`config.mk`:
```
export PLATFORM = sky130hd
export DESIGN_NAME = serial_add_ctrl_flat
export DESIGN_NICKNAME = d
export VERILOG_FILES = /design/src/rtl/serial_add_ctrl_if.sv /design/src/rtl/serial_add_ctrl.sv /design/src/flat_wrapper.sv
export SDC_FILE = /design/constraint.sdc
export NUM_CORES = 1
export LEC_CHECK = 0
export BUFFER_PORTS_ARGS = -buffer_cell sky130_fd_sc_hd__buf_4
export CORE_MARGIN = 3
export CORE_UTILIZATION = 35
export CTS_BUF_LIST = sky130_fd_sc_hd__clkbuf_4 sky130_fd_sc_hd__clkbuf_8
export DETAILED_ROUTE_END_ITERATION = 8
export PLACE_DENSITY = 0.64
export SLEW_MARGIN = 10
export SYNTH_ARGS = -nofsm -noshare
export SYNTH_HDL_FRONTEND = slang
export SYNTH_HIERARCHICAL = 1
export SYNTH_SLANG_ARGS = --single-unit
```
`constraint.sdc`:
```
create_clock -name clk -period 1.66 [get_ports clk]
set_input_delay 0.249 -clock clk [delete_from_list [all_inputs] [get_ports clk]]
set_output_delay 0.249 -clock clk [all_outputs]
set_load 0.03 [all_outputs]
```
`src/rtl/serial_add_ctrl_if.sv`:
```
// Operand/result handshake bundle for the bit-serial add/subtract engine.
// The master supplies operands and consumes results; the slave is the engine.
interface serial_add_ctrl_if #(
  parameter int WIDTH = 8
);
  logic             in_valid;
  logic             in_ready;
  logic [WIDTH-1:0] a;
  logic [WIDTH-1:0] b;
  logic             sub;
  logic             out_valid;
  logic             out_ready;
  logic [WIDTH-1:0] sum;
  logic             cout;
  logic             ovf;

  modport master (
    output in_valid, a, b, sub, out_ready,
    input  in_ready, out_valid, sum, cout, ovf
  );

  modport slave (
    input  in_valid, a, b, sub, out_ready,
    output in_ready, out_valid, sum, cout, ovf
  );
endinterface

```
`src/rtl/serial_add_ctrl.sv`:
```
// Bit-serial A+B / A-B over one shared full adder, LSB first; result valid WIDTH cycles after accept.
// Input accepted only in IDLE; result held in DONE until out_ready, outputs frozen under backpressure.
module full_adder (
  input  logic a,
  input  logic b,
  input  logic ci,
  output logic s,
  output logic co
);
  assign s  = a ^ b ^ ci;
  assign co = (a & b) | (ci & (a ^ b));
endmodule

module serial_add_ctrl #(
  parameter int WIDTH = 8
) (
  input  logic             clk,
  input  logic             rst_n,
  serial_add_ctrl_if.slave bus
);
  localparam int CW = $clog2(WIDTH);

  typedef enum logic [1:0] {IDLE, RUN, DONE} state_t;

  state_t           state;
  state_t           state_nxt;
  logic [WIDTH-1:0] a_sr;
  logic [WIDTH-1:0] b_sr;
  logic [WIDTH-1:0] s_sr;
  logic [WIDTH-1:0] sum_q;
  logic             c_q;
  logic             c_msb_in;
  logic             cout_q;
  logic             ovf_q;
  logic [CW-1:0]    cnt;
  logic             fa_s;
  logic             fa_co;
  logic             last;
  logic             accept;

  full_adder u_fa (
    .a  (a_sr[0]),
    .b  (b_sr[0]),
    .ci (c_q),
    .s  (fa_s),
    .co (fa_co)
  );

  assign accept = (state == IDLE) && bus.in_valid;
  assign last   = (state == RUN) && (cnt == CW'(WIDTH - 1));

  assign bus.in_ready  = (state == IDLE);
  assign bus.out_valid = (state == DONE);
  assign bus.sum       = sum_q;
  assign bus.cout      = cout_q;
  assign bus.ovf       = ovf_q;

  always_comb begin
    state_nxt = state;
    case (state)
      IDLE:    if (bus.in_valid)  state_nxt = RUN;
      RUN:     if (last)          state_nxt = DONE;
      DONE:    if (bus.out_ready) state_nxt = IDLE;
      default:                    state_nxt = IDLE;
    endcase
  end

  always_ff @(posedge clk or negedge rst_n) begin
    if (!rst_n) state <= IDLE;
    else        state <= state_nxt;
  end

  // Subtract is A + ~B + 1: invert B on load and seed the carry with sub.
  always_ff @(posedge clk or negedge rst_n) begin
    if (!rst_n) begin
      a_sr     <= '0;
      b_sr     <= '0;
      s_sr     <= '0;
      c_q      <= 1'b0;
      cnt      <= '0;
      c_msb_in <= 1'b0;
      sum_q    <= '0;
      cout_q   <= 1'b0;
      ovf_q    <= 1'b0;
    end else if (accept) begin
      a_sr <= bus.a;
      b_sr <= bus.b ^ {WIDTH{bus.sub}};
      c_q  <= bus.sub;
      cnt  <= '0;
    end else if (state == RUN) begin
      a_sr <= {1'b0, a_sr[WIDTH-1:1]};
      b_sr <= {1'b0, b_sr[WIDTH-1:1]};
      s_sr <= {fa_s, s_sr[WIDTH-1:1]};
      c_q  <= fa_co;
      if (last) begin
        cnt      <= '0;
        c_msb_in <= c_q;
        sum_q    <= {fa_s, s_sr[WIDTH-1:1]};
        cout_q   <= fa_co;
        ovf_q    <= fa_co ^ c_q;
      end else begin
        cnt <= cnt + CW'(1);
      end
    end
  end

  // In DONE the sum shift register and captured MSB carry must agree with the published result.
  assert property (@(posedge clk) disable iff (!rst_n)
    (state == DONE) |-> ((sum_q == s_sr) && (ovf_q == (cout_q ^ c_msb_in))));

endmodule

```
`src/flat_wrapper.sv`:
```
// flat-port wrapper written by rule: the top's interface ports become plain ports
module serial_add_ctrl_flat 
#(
  parameter int WIDTH = 8
)
  (clk, rst_n, bus_in_valid, bus_a, bus_b, bus_sub, bus_out_ready, bus_in_ready, bus_out_valid, bus_sum, bus_cout, bus_ovf);
  serial_add_ctrl_if #(.WIDTH(WIDTH)) bus_i ();
  input  logic clk;
  input  logic rst_n;
  input wire logic [$bits(bus_i.in_valid)-1:0] bus_in_valid;
  input wire logic [$bits(bus_i.a)-1:0] bus_a;
  input wire logic [$bits(bus_i.b)-1:0] bus_b;
  input wire logic [$bits(bus_i.sub)-1:0] bus_sub;
  input wire logic [$bits(bus_i.out_ready)-1:0] bus_out_ready;
  output wire logic [$bits(bus_i.in_ready)-1:0] bus_in_ready;
  output wire logic [$bits(bus_i.out_valid)-1:0] bus_out_valid;
  output wire logic [$bits(bus_i.sum)-1:0] bus_sum;
  output wire logic [$bits(bus_i.cout)-1:0] bus_cout;
  output wire logic [$bits(bus_i.ovf)-1:0] bus_ovf;
  assign bus_i.in_valid = bus_in_valid;
  assign bus_i.a = bus_a;
  assign bus_i.b = bus_b;
  assign bus_i.sub = bus_sub;
  assign bus_i.out_ready = bus_out_ready;
  assign bus_in_ready = bus_i.in_ready;
  assign bus_out_valid = bus_i.out_valid;
  assign bus_sum = bus_i.sum;
  assign bus_cout = bus_i.cout;
  assign bus_ovf = bus_i.ovf;
  serial_add_ctrl #(.WIDTH(WIDTH)) u_core (.clk(clk), .rst_n(rst_n), .bus(bus_i));
endmodule
```
==> run metrics <==
status=completed; period utilisation layout=92.8%; Max-Slew Margin vs Limit=41.2%; startpoint types=register; # IOs=33; fin nets=216; Setup violations, final=0; DRT iter0 DRCs=47; port bufs=32; global route total overflow=0; post-route ant nets=0; Synth area leaders=dfrtp_1 (57%), nand2_1 (9.6%), mux2_2 (5.9%); Root Driver=clkbuf_8; global-route wire length before repair=5380 µm; slew at the pin with the worst max-slew slack=0.880 ns; count leader, synth=nand2_1; largest net degree at the start of global routing=40; Core Util, Final=47.5%; critical path required time=1.84 ns; Leak=0.00108 µW; total power=3820 µW; max cap viols=0; placed instance count=249; maximum clock path buffer count=2; die height=76.0 µm; Top Family by Delay on Critical Path=adder cells; critical path type=register to register; clock slew at reported path FFs=0.07 ns; Die ar.=5770 µm²; WHS Endpoint=u_core/state[1]; Core Area=4530 µm²; Slew Limit Fails=0; IR drop worst, VDD=0.683 mV; worst reg2reg path depth=5; critical path's most frequent cell=ha_1; GRT Util Overall=11.5%; Gate Count Post-Synth=155; Reg area=976 µm²; synthesized area=1710 µm²; top_reg_cell synth=dfrtp_1; Worst Slack Setup Final=0.120 ns; share of Yosys cell area claimed by the top area cell type=57.0%; post-route minimum period=1.54 ns; post-CTS setup buffers=0; asr flop ratio synth=100%; initial core utilization=37.8%; CTS Buf Count=5; vias=1,209; clock skew=0.00534 ns; post-synthesis register bit count=39; register area share after synthesis=57.0%; Worst-Skew Late Latency=0.29 ns; Fin Setup TNS=0 ns; Core Rows=24; Post-Place Setup Slack=0.116 ns; number of inserted diodes=0; flop2flop setup slack=0.12 ns; drt first pass iters=4; area leader, netlist=dfrtp_1; Post-Layout Cell Count=258; hold_sp=bus_out_ready; EDFF count, synth=0; post-cts sizing count=0; Max H-tree Level=2; share of cells above drive strength 1=29.5%; WL/cell=12.2 µm; Final Hold Viols=0; fill count=430; synthesized area per cell=11.1 µm²; initial antenna violation count=0; Crit Reg-Reg Endpoint=u_core/bus.sum[5]; DRC violations left=0; hold crit path type=input port to register; delay of the slowest critical-path stage=0.39 ns; critical path's slowest cell=dfrtp_1; critical path cell sequence=ha_1 > ha_1 > nand3b_1 > buf_12 > mux2_2; fmax=649 MHz; hold depth=2; Worst Path Max Fanout=12; unrepaired setup endpoints after global routing=no; Synth Net Count=179; CTS tree=done; Arr. time, crit path=1.72 ns; r2r startpoint=u_core/cnt[0]; GPL Wtd Cong=0.701; Crit. End Element=register; Netlist cell types=23; via/cell ratio=4.69; area occupied by multi-input gates=667 µm²; PD cells=1780 nW/µm²; commonest cells in the netlist=nand2_1 (44), dfrtp_1 (39), mux2_2 (9), xnor2_1 (9); Die X=76.0 µm; DRT Wirelength=3140 µm; vias in the first global route=1,143; synthesis-to-finish area growth=25.6%; Yosys warning count=6; DP HPWL=2150 µm; Clock Sinks=39; number of buffers and inverters on the critical path=1
## report_power, final
group          internal [µW]  switching, µW  leakage, µW
clock network            396            319    0.0000549
registers               1340            234     0.000502
logic                    701            834     0.000525
## what timing repair did
item	CTS	global route
hold buffers	1	0
endpoints found under the setup margin	0	0
hold endpoints to repair	39	0
## how the worst max path moves through the flow
stage,endpoint,depth (start not counted),from
3_5_place_dp,u_core/bus.sum[7],5,u_core/cnt[0]
6_report,u_core/bus.sum[5],5,u_core/cnt[0]
4_1_cts,u_core/bus.cout,5,u_core/cnt[0]
5_1_grt,u_core/a_sr[0],4,u_core/state[0]
3_3_place_gp,u_core/bus.sum[5],5,u_core/cnt[0]
2_1_floorplan,u_core/bus.cout,5,u_core/cnt[0]
## cells by family (layout without fill, tap and decap cells)
kind of cell	count (synthesis)	in the layout	share of synthesized area [%]
xor gates and xnor gates	9	9	4.60
muxes	9	9	5.92
AOI/OAI and AO/OA	21	21	9.50
and+or+nand+nor	64	64	16.3
buffers and inverters	10	48	4.09
DFF	39	39	57.0
adders and majority gates	3	3	2.63
## state kept, by name (all words and copies together), names as in the netlist
register / cells
u_core/bus.sum: 8
u_core/a_sr: 8
u_core/bus.ovf: 1
u_core/state: 2
u_core/bus.cout: 1
u_core/b_sr: 8
u_core/s_sr: 7
u_core/cnt: 3
u_core/c_q: 1
## stage by stage
step	hold slack [ns]	area [µm²]
6_report	0.157	2150
5_1_grt	0.153	2150
4_1_cts	0.155	2150
3_5_place_dp	0.247	2040
3_3_place_gp	0.249	2040
2_1_floorplan	-0.0466	1710
## cell type report
class | instances | area share [%]
Timing Repair Buffer | 39 | 14.9
Inverter | 1 | 0.174
Tap cell | 65 | 3.78
Multi-Input combinational cell | 106 | 31.0
Clock buffer | 8 | 4.83
Sequential cell | 39 | 45.3
## placed cells by master (no fill, tap or decap)
| cell | instances |
|---|---|
| clkbuf_8 | 7 |
| nand2b_1 | 2 |
| nand3_1 | 4 |
| nor2b_1 | 1 |
| mux2_2 | 9 |
| fa_1 | 1 |
| a221o_1 | 7 |
| ha_1 | 2 |
| a21oi_1 | 1 |
| buf_12 | 2 |
| o21bai_1 | 1 |
| or3_1 | 1 |
| dlygate4sd3_1 | 1 |
| dfrtp_1 | 39 |
| a22oi_1 | 8 |
| nor2_1 | 8 |
| nor3b_2 | 1 |
| nand2_1 | 44 |
| clkbuf_4 | 1 |
| or3b_4 | 1 |
| inv_1 | 1 |
| xnor2_1 | 9 |
| nand3b_1 | 2 |
| o21ai_0 | 4 |
| buf_4 | 36 |
## per-layer routing
layer	wire length, µm	global-route usage [%]	share of wire (%)
met4	50	4.89	1.6
met5	0	0	0
met3	172	3.32	5.5
met1	1570	16.2	50
met2	1350	16.6	43
Note: power is estimated with default switching activity, not from simulation.
